==> config.mk <==
export PLATFORM = sky130hd
export DESIGN_NAME = shift_sequencer_flat
export DESIGN_NICKNAME = d
export VERILOG_FILES = /design/src/rtl/shift_sequencer_if.sv /design/src/rtl/shift_sequencer.sv /design/src/flat_wrapper.sv
export SDC_FILE = /design/constraint.sdc
export NUM_CORES = 1
export LEC_CHECK = 0
export ABC_AREA = 0
export BUFFER_PORTS_ARGS = -buffer_cell sky130_fd_sc_hd__buf_2
export CAP_MARGIN = 5
export CORE_ASPECT_RATIO = 1.1
export CORE_MARGIN = 5
export CORE_UTILIZATION = 28
export CTS_BUF_LIST = sky130_fd_sc_hd__clkbuf_2
export DETAILED_ROUTE_END_ITERATION = 8
export PLACE_DENSITY_LB_ADDON = 0.2
export SYNTH_ARGS = -nofsm -noshare
export SYNTH_HDL_FRONTEND = slang
export SYNTH_SLANG_ARGS = --single-unit
export TNS_END_PERCENT = 10
==> constraint.sdc <==
create_clock -name clk -period 2.05 [get_ports clk]
set_input_delay 0.1025 -clock clk [delete_from_list [all_inputs] [get_ports clk]]
set_output_delay 0.1025 -clock clk [all_outputs]
set_load 0.02 [all_outputs]
==> src/rtl/shift_sequencer_if.sv <==
// Request/response bundle between two shift requesters, the result consumer and the sequencer.
// The master side drives requests and Rsp_Ready; the slave side (the sequencer) drives accepts and results.
interface shift_sequencer_if;
  logic [1:0]  Req_Valid;
  logic [1:0]  Req_Ready;
  logic [1:0]  Req_Op0;
  logic [1:0]  Req_Op1;
  logic [15:0] Req_A0;
  logic [15:0] Req_A1;
  logic [3:0]  Req_Imm0;
  logic [3:0]  Req_Imm1;
  logic        Rsp_Valid;
  logic        Rsp_Ready;
  logic [15:0] Rsp_Data;
  logic        Rsp_Id;

  modport master (
    output Req_Valid, Req_Op0, Req_Op1, Req_A0, Req_A1, Req_Imm0, Req_Imm1, Rsp_Ready,
    input  Req_Ready, Rsp_Valid, Rsp_Data, Rsp_Id
  );

  modport slave (
    input  Req_Valid, Req_Op0, Req_Op1, Req_A0, Req_A1, Req_Imm0, Req_Imm1, Rsp_Ready,
    output Req_Ready, Rsp_Valid, Rsp_Data, Rsp_Id
  );
endinterface

==> src/rtl/shift_sequencer.sv <==
// Round-robin sequencer for a shared barrel shifter; result 2 cycles after accept (3 for ROR by non-zero amount).
// Accepts only in IDLE; holds the result in RESP while Rsp_Ready is low, with Req_Ready held at 00.
module shift_sequencer (
  input  logic                  clk,
  input  logic                  rst_n,
  shift_sequencer_if.slave      bus,
  output logic [15:0]           Sh_A,
  output logic [3:0]            Sh_Imm,
  output logic [1:0]            Sh_Ctrl,
  input  logic [15:0]           Sh_Result
);

  localparam logic [1:0] OP_SLL = 2'b00;
  localparam logic [1:0] OP_ROR = 2'b01;

  localparam logic [1:0] CTRL_LEFT  = 2'b00;
  localparam logic [1:0] CTRL_RIGHT = 2'b10;

  typedef enum logic [1:0] {
    IDLE  = 2'd0,
    PASS1 = 2'd1,
    PASS2 = 2'd2,
    RESP  = 2'd3
  } state_t;

  state_t      state;
  logic [1:0]  op_q;
  logic [3:0]  imm_q;
  logic        id_q;
  logic        last_id;
  logic [15:0] partial;
  logic        rsp_valid;
  logic [15:0] rsp_data;
  logic        rsp_id;

  logic        grant;
  logic [1:0]  ready;
  logic [1:0]  sel_op;
  logic [15:0] sel_a;
  logic [3:0]  sel_imm;
  logic [1:0]  sel_ctrl;
  logic        accept;

  // A tie goes to whichever requester was not served last.
  always_comb begin
    grant = 1'b0;
    case (bus.Req_Valid)
      2'b10:   grant = 1'b1;
      2'b11:   grant = ~last_id;
      default: grant = 1'b0;
    endcase
  end

  always_comb begin
    ready = 2'b00;
    if (rst_n && (state == IDLE)) begin
      ready[grant] = bus.Req_Valid[grant];
    end
  end

  assign accept   = |ready;
  assign sel_op   = grant ? bus.Req_Op1  : bus.Req_Op0;
  assign sel_a    = grant ? bus.Req_A1   : bus.Req_A0;
  assign sel_imm  = grant ? bus.Req_Imm1 : bus.Req_Imm0;
  // ROR's first pass is a logical right shift; the other ops map straight onto the shifter control.
  assign sel_ctrl = (sel_op == OP_ROR) ? CTRL_RIGHT : sel_op;

  // Sh_A doubles as the captured operand register; it is reused unchanged by the second ROR pass.
  always_ff @(posedge clk or negedge rst_n) begin
    if (!rst_n) begin
      state     <= IDLE;
      op_q      <= OP_SLL;
      imm_q     <= 4'd0;
      id_q      <= 1'b0;
      last_id   <= 1'b1;
      partial   <= 16'd0;
      rsp_valid <= 1'b0;
      rsp_data  <= 16'd0;
      rsp_id    <= 1'b0;
      Sh_A      <= 16'd0;
      Sh_Imm    <= 4'd0;
      Sh_Ctrl   <= CTRL_LEFT;
    end else begin
      case (state)
        IDLE: begin
          if (accept) begin
            op_q    <= sel_op;
            imm_q   <= sel_imm;
            id_q    <= grant;
            Sh_A    <= sel_a;
            Sh_Imm  <= sel_imm;
            Sh_Ctrl <= sel_ctrl;
            state   <= PASS1;
          end
        end
        PASS1: begin
          partial <= Sh_Result;
          if ((op_q == OP_ROR) && (imm_q != 4'd0)) begin
            Sh_Imm  <= 4'd0 - imm_q;
            Sh_Ctrl <= CTRL_LEFT;
            state   <= PASS2;
          end else begin
            Sh_A      <= 16'd0;
            Sh_Imm    <= 4'd0;
            Sh_Ctrl   <= CTRL_LEFT;
            rsp_data  <= Sh_Result;
            rsp_id    <= id_q;
            rsp_valid <= 1'b1;
            state     <= RESP;
          end
        end
        PASS2: begin
          Sh_A      <= 16'd0;
          Sh_Imm    <= 4'd0;
          Sh_Ctrl   <= CTRL_LEFT;
          rsp_data  <= partial | Sh_Result;
          rsp_id    <= id_q;
          rsp_valid <= 1'b1;
          state     <= RESP;
        end
        RESP: begin
          if (bus.Rsp_Ready) begin
            rsp_valid <= 1'b0;
            last_id   <= id_q;
            state     <= IDLE;
          end
        end
        default: state <= IDLE;
      endcase
    end
  end

  assign bus.Req_Ready = ready;
  assign bus.Rsp_Valid = rsp_valid;
  assign bus.Rsp_Data  = rsp_data;
  assign bus.Rsp_Id    = rsp_id;

endmodule

==> src/flat_wrapper.sv <==
// flat-port wrapper written by rule: the top's interface ports become plain ports
module shift_sequencer_flat 
  (clk, rst_n, Sh_A, Sh_Imm, Sh_Ctrl, Sh_Result, bus_Req_Valid, bus_Req_Op0, bus_Req_Op1, bus_Req_A0, bus_Req_A1, bus_Req_Imm0, bus_Req_Imm1, bus_Rsp_Ready, bus_Req_Ready, bus_Rsp_Valid, bus_Rsp_Data, bus_Rsp_Id);
  shift_sequencer_if bus_i ();
  input  logic clk;
  input  logic rst_n;
  output logic [15:0] Sh_A;
  output logic [3:0] Sh_Imm;
  output logic [1:0] Sh_Ctrl;
  input  logic [15:0] Sh_Result;
  input wire logic [$bits(bus_i.Req_Valid)-1:0] bus_Req_Valid;
  input wire logic [$bits(bus_i.Req_Op0)-1:0] bus_Req_Op0;
  input wire logic [$bits(bus_i.Req_Op1)-1:0] bus_Req_Op1;
  input wire logic [$bits(bus_i.Req_A0)-1:0] bus_Req_A0;
  input wire logic [$bits(bus_i.Req_A1)-1:0] bus_Req_A1;
  input wire logic [$bits(bus_i.Req_Imm0)-1:0] bus_Req_Imm0;
  input wire logic [$bits(bus_i.Req_Imm1)-1:0] bus_Req_Imm1;
  input wire logic [$bits(bus_i.Rsp_Ready)-1:0] bus_Rsp_Ready;
  output wire logic [$bits(bus_i.Req_Ready)-1:0] bus_Req_Ready;
  output wire logic [$bits(bus_i.Rsp_Valid)-1:0] bus_Rsp_Valid;
  output wire logic [$bits(bus_i.Rsp_Data)-1:0] bus_Rsp_Data;
  output wire logic [$bits(bus_i.Rsp_Id)-1:0] bus_Rsp_Id;
  assign bus_i.Req_Valid = bus_Req_Valid;
  assign bus_i.Req_Op0 = bus_Req_Op0;
  assign bus_i.Req_Op1 = bus_Req_Op1;
  assign bus_i.Req_A0 = bus_Req_A0;
  assign bus_i.Req_A1 = bus_Req_A1;
  assign bus_i.Req_Imm0 = bus_Req_Imm0;
  assign bus_i.Req_Imm1 = bus_Req_Imm1;
  assign bus_i.Rsp_Ready = bus_Rsp_Ready;
  assign bus_Req_Ready = bus_i.Req_Ready;
  assign bus_Rsp_Valid = bus_i.Rsp_Valid;
  assign bus_Rsp_Data = bus_i.Rsp_Data;
  assign bus_Rsp_Id = bus_i.Rsp_Id;
  shift_sequencer u_core (.clk(clk), .rst_n(rst_n), .bus(bus_i), .Sh_A(Sh_A), .Sh_Imm(Sh_Imm), .Sh_Ctrl(Sh_Ctrl), .Sh_Result(Sh_Result));
endmodule
After elaboration in Yosys (flattened, before gate mapping)

Cells that the tools add are included.

Flip-flop bits (word level): 66
Output and inout bits: 42
Bits of input ports: 65
Word-level logic and storage cells: 76

Add/subtract/negate cells: 1
Equality and inequality tests: 10
Magnitude comparators: 2
Reductions and logical operators: 19
Bitwise operators: 3
Multiplexer cells: 29

Operators by type and width:

| kind                  | number |
|---|---|
| $mux W16              | 4 |
| $pmux W16 S3          | 1 |
| $pmux W16 S2          | 1 |
| $or A16 B16 Y16       | 1 |
| $mux W2               | 6 |
| $mux W4               | 3 |
| $pmux W4 S3           | 1 |
| $reduce_and A2 Y1     | 6 |
| $eq A2 B2 Y1 const B  | 4 |
| $pmux W2 S4           | 1 |
| $mux W1               | 7 |
| $eq A2 B1 Y1 const B  | 3 |
| $reduce_and A3 Y1     | 2 |
| $reduce_bool A3 Y1    | 2 |
| $ne A2 B2 Y1 const B  | 2 |
| $pmux W1 S2           | 2 |
| $pmux W2 S2           | 1 |
| $reduce_bool A2 Y1    | 2 |
| $reduce_bool A4 Y1    | 1 |
| $reduce_or A2 Y1      | 2 |
| $sub A1 B4 Y4 const A | 1 |
| $logic_and A1 B1 Y1   | 3 |
| $pmux W1 S3           | 1 |
| $and A2 B2 Y2         | 1 |
| other kinds (6)       | 6 |

Longest topological paths before layout

Gate-level depths: netlist (run 1).

Word-level depth: 11
Mapped depth: 8
Depth with buffers taken out: 6

Worst setup path before layout (run 1)

No wires, ideal clock.

Path kind: reg-to-reg
From: reg u_core.state[0]
To: reg u_core.Sh_A[2]
Setup time: 0.092 ns
Period minus slack after synthesis: 1.607 ns
Path slack: 0.443 ns
Arrival time: 1.515 ns
Required time: 1.958 ns
Stages on the path, launching flop included: 9
Buffers on the path: 2
Cells stage by stage: dfrtp_1 inv_1 ha_1 buf_2 nand2b_1 o2bb2ai_2 buf_2 nand2_1 o31ai_2

Longest elaborated chain between the ends: 6
Elaborated cells on any way between the ends: 11
Classes of those cells: 4 x eq/ne; 2 x mux; 5 x reduce/logical

RTL lines:

| element                            | line                                         | RTL |
|---|---|---|
| start, declared                    | shift_sequencer.sv:26                        | `state_t state;` |
| start signal, assigned             | shift_sequencer.sv:71                        | `state <= IDLE;` |
| start signal, assigned             | shift_sequencer.sv:93                        | `state <= PASS1;` |
| start signal, assigned             | shift_sequencer.sv:101                       | `state <= PASS2;` |
| $logic_not A2 Y1                   | shift_sequencer.sv:56, shift_sequencer.sv:84 |  |
| $logic_and A1 B1 Y1                | shift_sequencer.sv:56                        | `if (rst_n && (state == IDLE)) begin` |
| $mux W2                            | shift_sequencer.sv:56                        |  |
| $reduce_or A2 Y1                   | shift_sequencer.sv:61                        | `assign accept = \|ready;` |
| $ne A2 B1 Y1 (no source line)      | --                                           |  |
| $reduce_and A3 Y1 (no source line) | --                                           |  |
| end signal, assigned               | shift_sequencer.sv:90                        | `Sh_A <= sel_a;` |
| end, declared                      | shift_sequencer.sv:7                         | `output logic [15:0] Sh_A,` |

Parallel ways exist; a longest one is shown, timed or not.
A chain may end at the register's enable or synchronous reset.

Final worst setup path (run 1)

From: reg u_core.last_id
To: reg u_core.Sh_Imm[0]

Longest elaborated chain between the ends: 11
Elaborated cells on any way between the ends: 17
Classes of those cells: 2 x order compare; 1 x eq/ne; 9 x mux; 2 x bitwise; 3 x reduce/logical

RTL lines:

| element                                                            | line                   | RTL |
|---|---|---|
| start, declared                                                    | shift_sequencer.sv:30  | `logic last_id;` |
| start signal, assigned                                             | shift_sequencer.sv:124 | `last_id <= id_q;` |
| $not A1 Y1 *                                                       | shift_sequencer.sv:49  | `2'b11: grant = ~last_id;` |
| $pmux W1 S2 *                                                      | shift_sequencer.sv:47  | `case (bus.Req_Valid)` |
| $lt A1 B2 Y1 (not written as such) or $ge A1 B1 Y1 (tied branches) | shift_sequencer.sv:57  | `ready[grant] = bus.Req_Valid[grant];` |
| $logic_and A1 B1 Y1 (not written as such)                          | shift_sequencer.sv:57  |  |
| $mux W1 (not written as such)                                      | shift_sequencer.sv:57  |  |
| $demux W1 S1                                                       | --                     |  |
| $and A2 B2 Y2 (no source line)                                     | --                     |  |
| $mux W2                                                            | shift_sequencer.sv:56  |  |
| $reduce_or A2 Y1                                                   | shift_sequencer.sv:61  |  |
| $ne A2 B1 Y1 (no source line)                                      | --                     |  |
| $reduce_and A2 Y1 (no source line)                                 | --                     |  |
| end signal, assigned                                               | shift_sequencer.sv:91  | `Sh_Imm <= sel_imm;` |
| end signal, assigned                                               | shift_sequencer.sv:99  | `Sh_Imm <= 4'd0 - imm_q;` |
| end, declared                                                      | shift_sequencer.sv:8   | `output logic [3:0] Sh_Imm,` |

Every way passes the cells marked *; elsewhere a longest branch is shown, timed or not. The select of a mux whose other input is x is not followed.

==> results of run 1 <==
-- timing repair --
item	in CTS	in global routing
endpoints found under the setup margin	0	23
hold endpoints to repair	128	0
hold buffers	65	0
gates resized for setup	0	6
-- logic make-up after synthesis --
group	count (synthesis)	share of synthesized area, %
muxes	39	13.05
DFF	66	52.55
AOI/OAI and AO/OA	80	17.70
adders and majority gates	6	2.387
and+or+nand+nor	67	9.626
buffers and inverters	24	4.137
xor gates and xnor gates	2	0.5570
-- sequential cells by signal (all words and copies together), names as in the netlist --
register	cells
u_core.last_id	1
u_core.Sh_A	16
u_core.state	2
u_core.Sh_Imm	4
u_core.partial	16
u_core.imm_q	4
u_core.op_q	2
u_core.bus.Rsp_Id	1
u_core.bus.Rsp_Data	16
u_core.bus.Rsp_Valid	1
u_core.id_q	1
u_core.Sh_Ctrl	2
-- layout make-up --
| class | instances | area share [%] |
|---|---|---|
| Inverter | 6 | 0.4796 |
| Multi-Input combinational cell | 195 | 30.24 |
| Clock inverter | 7 | 1.972 |
| Sequential cell | 66 | 35.20 |
| Clock buffer | 9 | 0.9592 |
| Timing Repair Buffer | 180 | 27.23 |
| Tap cell | 147 | 3.917 |
-- layer usage --
| layer | GRT usage, % | part of all wire [%] | wire length (um) | vias to the layer above |
|---|---|---|---|---|
| li1 | - | - | - | 1346 |
| met1 | 16.48 | 46 | 3995 | 1228 |
| met2 | 20.41 | 47 | 4014 | 84 |
| met3 | 4.190 | 5.9 | 506 | 9 |
| met4 | 3.878 | 1.1 | 95 | 0 |
| met5 | 0 | 0 | 0 | - |
-- metrics by stage --
stage | cell area, um^2 | total power [W] | cells
after floorplan | 3146 | 0.004953 | 284
after global placement | 3865 | 0.005970 | 528
after detailed placement | 3865 | 0.006061 | 528
after CTS | 4653 | 0.007082 | 609
after global routing | 4696 | 0.007725 | 610
final | 4696 | 0.007105 | 610
-- report_power, final --
part           total, W  internal (W)  switching [W]  leakage, nW
sequential      0.00228       0.00194       0.000335        0.805
combinational   0.00392       0.00160        0.00233         1.35
clock          0.000902      0.000402       0.000500       0.0776
-- cell usage in the layout (no fill, tap or decap), types with 2 or more instances in the layout --
| cell type | instances |
|---|---|
| nand3_1 | 2 |
| mux2_2 | 16 |
| buf_2 | 106 |
| o21ai_1 | 2 |
| a21oi_1 | 22 |
| nand2b_1 | 2 |
| dlymetal6s4s_1 | 2 |
| nand2_1 | 45 |
| clkbuf_2 | 9 |
| o21ai_0 | 28 |
| nor2_1 | 7 |
| mux2i_1 | 23 |
| inv_1 | 6 |
| dfrtp_1 | 65 |
| o31ai_2 | 14 |
| o31ai_1 | 2 |
| o2bb2ai_4 | 2 |
| dlygate4sd3_1 | 63 |
| or2_0 | 3 |
| ha_1 | 5 |
| clkinv_1 | 2 |
| buf_12 | 2 |
| buf_4 | 7 |
| bufinv_16 | 2 |
| a22o_1 | 2 |
| a31oi_1 | 4 |
| xnor2_1 | 2 |
| nor2b_1 | 2 |
-- path summary, 6_finish.rpt --
| path | start | endpoint | slack, ps |
|---|---|---|---|
| setup / recovery | u_core.last_id | u_core.Sh_Imm[0] | 100 |
| hold / removal | bus_Req_Imm1[1] | u_core.imm_q[1] | 120 |
| setup reg to reg | u_core.last_id | u_core.Sh_Imm[0] | 100 |
| hold reg to reg | u_core.bus.Rsp_Data[5] | u_core.bus.Rsp_Data[5] | 500 |
| max in group asynchronous | rst_n | u_core.bus.Rsp_Data[9] | 1280 |
| min in group asynchronous | rst_n | u_core.imm_q[3] | 160 |
-- worst reg2reg max path: cells and delay by family, from the launching register on --
family          cells  cell delay (ps)
flops               1              430
compound gates      2              550
buf+inv             1              580
simple gates        1              200
mux                 1              140
==> impl_metrics.tcl, run 1 <==
set metrics [dict create \
    outcome "completed" \
    fin_hold_ws_ps 117.3 \
    worst_slack_ps 104.5 \
    grt_pass1_wl_mm 13.93 \
    crit_chain "a21boi_4, mux2i_1, dlygate4sd3_1, or2_0, a21oi_1" \
    drt_iter0_drc 91 \
    core_area_mm2 0.01096 \
    gr-total-overflow 0 \
    pre_cts_slack_ps 84.51 \
    leakage_nw 2.234 \
    hold_path_depth 4 \
    routed_via_density 4.372 \
    crit_required_ps 2480 \
    start_kind "register" \
    synthTopCellsByArea "dfrtp_1 52%, mux2i_1 7.3%, mux2_2 5.7%" \
    nets 529 \
    clkSinkCount 66 \
    syn_nets 355 \
    antenna_found_initial 0 \
    synth_most_common_cell "dfrtp_1" \
    tns_ps 0 \
    synthCells 284 \
    grtUsageTotal_pct 12.75 \
    ys_seq_area_share_pct 52.55 \
    hold_viol 0 \
    clk_latency_ps 490 \
    fin_crit_sh_pct 94.90 \
    slew_headroom_pct 57.50 \
    yosys.area.top_type "dfrtp_1" \
    synthTopCellsByCount "65 x dfrtp_1, 45 x nand2_1, 28 x o21ai_0, 23 x mux2i_1, 22 x a21oi_1" \
    die_h_um 121.2 \
    fmax_mhz 514.0 \
    core.rowCount 40 \
    syn_area_per_cell_um2 11.08 \
    drtPass1Iterations 4 \
    path_depth 5 \
    synth-seq-cells 66 \
    end_kind "register" \
    synth.cell_area_mm2 0.003146 \
    tightest_slew_ps 637.6 \
    cts_tree "done" \
    rsz0062_at_grt "yes" \
    antennaDiodeCount 0 \
    grt_max_degree 49 \
    place.port_buffers 106 \
    fp.dieArea_mm2 0.01346 \
    power_density_mw_per_mm2 1513 \
    final-setup-viol-count 0 \
    slew_viol_final 0 \
    crit_type "register to register" \
    synthFlopType "dfrtp_1" \
    cp_max_fo 10 \
    slowest_stage "dlygate4sd3_1" \
    critPathMaxStageDelay_ps 580 \
    ant_nets 0 \
    htree_levels 3 \
    path_clk_slew_ps 210 \
    r2r_cells 5 \
    max-clock-path-buffers 2 \
    wl_per_cell_um 14.12 \
    period_minus_slack_ps 1945 \
    ios 107 \
    seq_area_mm2 0.001653 \
    grt_pass1_vias 2864 \
    fin_util_pct 42.84 \
    cts-root-buf "clkbuf_2" \
    area_growth_pct 49.28 \
    vias 2667 \
    post_cts.repair.setup_buffers 0 \
    path_delay_family "buffers and inverters" \
    path_buf_inv 1 \
    routabilityCongestion 0.6752 \
    hp-class "input port to register" \
    drt-total-wl_mm 8.611 \
    synth.distinct_cells 36 \
    drive_gt1_share_pct 36.29 \
    synth_warnings 0 \
    clock_skew_ps 42.64 \
    start_util_pct 28.70 \
    synth_edf_count 0 \
    irDropWorstVdd_mv 0.6376 \
    arrival_ps 2380 \
    drv_cap 0 \
    multi_input_area_mm2 0.001420 \
    synth.top_cell.area_share_pct 51.71 \
    hpwl_mm 5.583 \
    die_w_um 111.1 \
    drc_errors 0 \
    fill_cells 1053 \
    synth_async_sr_flop_share_pct 100.0 \
    numCtsBuffers 9 \
]
(Power assumes the default switching activity.)
==> run 2, diff against run 1 <==
--- a/config.mk
+++ b/config.mk
@@ -12,8 +12,10 @@
 export CORE_MARGIN = 5
 export CORE_UTILIZATION = 28
 export CTS_BUF_LIST = sky130_fd_sc_hd__clkbuf_2
+export CTS_CLUSTER_DIAMETER = 30
 export DETAILED_ROUTE_END_ITERATION = 8
 export PLACE_DENSITY_LB_ADDON = 0.2
+export SETUP_SLACK_MARGIN = 0.4
 export SYNTH_ARGS = -nofsm -noshare
 export SYNTH_HDL_FRONTEND = slang
 export SYNTH_SLANG_ARGS = --single-unit
==> run 2 against run 1 <==
Net effect: setup slack better by 280 ps; first-iteration DRC count is 26% higher; register-to-register slack better by 280 ps; wire length is 1.8% higher; global-route usage is 0.59 points higher.
==> impl_metrics.tcl, run 2 (same netlist as run 1, synthesis figures left out) <==
set metrics [dict create \
    dp_cells 528 \
    numCtsBuffers 9 \
    fp.dieArea_mm2 0.01346 \
    arrival_ps 2110 \
    antennaDiodeCount 0 \
    tns_ps 0 \
    grt_max_degree 49 \
    drtPass1Iterations 4 \
    fin_crit_sh_pct 81.29 \
    layoutNonFillerInstCount 621 \
    clock_skew_ps 41.99 \
    rr_startpoint "u_core.state[0]" \
    crit_required_ps 2500 \
    core_area_mm2 0.01096 \
    r2r_cells 7 \
    hpwl_mm 5.583 \
    clk_latency_ps 500 \
    tightest_slew_ps 652.5 \
    gr-total-overflow 0 \
    hold_viol 0 \
    cts_tree "done" \
    start_util_pct 28.70 \
    grt_pass1_vias 2971 \
    mostFrequentLayoutCells "105 x buf_2, 65 x dfrtp_1, 64 x dlygate4sd3_1" \
    worstReg2RegEnd "u_core.state[0]" \
    ant_nets 0 \
    rsz0062_at_grt "yes" \
    finalPower_w 0.007593 \
    irDropWorstVdd_mv 0.6729 \
    grt_pass1_wl_mm 14.57 \
    period_minus_slack_ps 1666 \
    fill_cells 1039 \
    final_common_cell "buf_2" \
    hp-class "input port to register" \
    place.port_buffers 106 \
    drc_errors 0 \
    routabilityCongestion 0.6752 \
    drive_gt1_share_pct 39.03 \
    routed_via_density 4.396 \
    end_kind "register" \
    ios 107 \
    nets 540 \
    r2r_slack_ps 380 \
    worst_slack_ps 383.6 \
    path_clk_slew_ps 230 \
    die_w_um 111.1 \
    crit_type "register to register" \
    start_kind "register" \
    wl_per_cell_um 14.11 \
    grtUsageTotal_pct 13.34 \
    max-clock-path-buffers 2 \
    outcome "completed" \
    slew_viol_final 0 \
    fin_hold_ws_ps 165.1 \
    area_growth_pct 53.86 \
    fmax_mhz 600.1 \
    cp_max_fo 4 \
    crit_end "u_core.state[0]" \
    drv_cap 0 \
    startpoint "u_core.state[0]" \
    clkSinkCount 66 \
    antenna_found_initial 0 \
    power_density_mw_per_mm2 1569 \
    final-setup-viol-count 0 \
    drt_iter0_drc 115 \
    core.rowCount 40 \
    leakage_nw 2.284 \
    multi_input_area_mm2 0.001449 \
    vias 2730 \
    htree_levels 3 \
    seq_area_mm2 0.001653 \
    die_h_um 121.2 \
    pre_cts_slack_ps 84.51 \
    drt-total-wl_mm 8.763 \
    slew_headroom_pct 56.50 \
    cts-root-buf "clkbuf_2" \
]
-- run 2: cell types whose count changed in the layout (fill, tap and decap cells not counted), moves of 2 or more --
cell and delta:
buf_12 +3, buf_4 +10, dlymetal6s4s_1 -2, inv_2 +2
inv_1 -2
-- run 2: power breakdown --
part	internal [W]	total (W)	switching (W)
Clock	0.000402	0.000906	0.000504
Combinational	0.00197	0.00441	0.00244
Sequential	0.00194	0.00227	0.000330
Total	0.00432	0.00759	0.00328
-- run 2: stage by stage --
step | util (%) | instance area (um^2)
6_report | 44.16 | 4840
4_1_cts | 44.00 | 4822
5_1_grt | 44.16 | 4840
3_3_place_gp | 35.26 | 3865
3_5_place_dp | 35.26 | 3865
2_1_floorplan | - | 3146
-- run 2: area by class of cell --
type / count / share of cell area, %
flip-flops and latches: 66 / 34.15
multi-input cells: 195 / 29.94
repair buffers: 191 / 28.80
well taps: 147 / 3.800
clock inverters: 7 / 1.913
clock buffers: 9 / 0.9307
inverters: 6 / 0.4654
-- run 2: critical path: stages (launching register included) --
cell	delay [ps]
dfrtp_1	440
buf_4	140
buf_4	120
ha_1	210
nor2b_1	130
a21oi_1	250
o21ai_0	150
a32oi_1	160
-- run 2: worst min-delay path by stage --
stage                     slack, ps        startpoint              end  cells after the start
after floorplan                -190             rst_n   u_core.Sh_A[0]                      0
after global placement          150             rst_n  u_core.imm_q[3]                      2
after detailed placement        170             rst_n  u_core.imm_q[3]                      2
after CTS                        80  bus_Req_Valid[0]  u_core.state[0]                      5
after global routing            100  bus_Req_Valid[0]      u_core.id_q                      4
final                           170  bus_Req_Valid[0]   u_core.op_q[0]                      4
-- run 2: per-layer routing --
layer / vias to the layer above / GRT usage [%] / share of wire, %
li1: 1368 / - / -
met1: 1265 / 17.20 / 45
met2: 84 / 21.51 / 47
met3: 13 / 4.190 / 6.0
met4: 0 / 4.106 / 1.4
met5: - / 0 / 0
-- run 2: what timing repair did --
| item | in CTS | in global routing |
|---|---|---|
| endpoints found under the setup margin | 42 | 45 |
| endpoints found under the hold margin | 128 | 0 |
| buffers inserted | 11 | 1 |
| gates cloned | 1 | 0 |
| hold buffers | 64 | 0 |
| pin swaps | 5 | 2 |
| gates resized for setup | 9 | 3 |
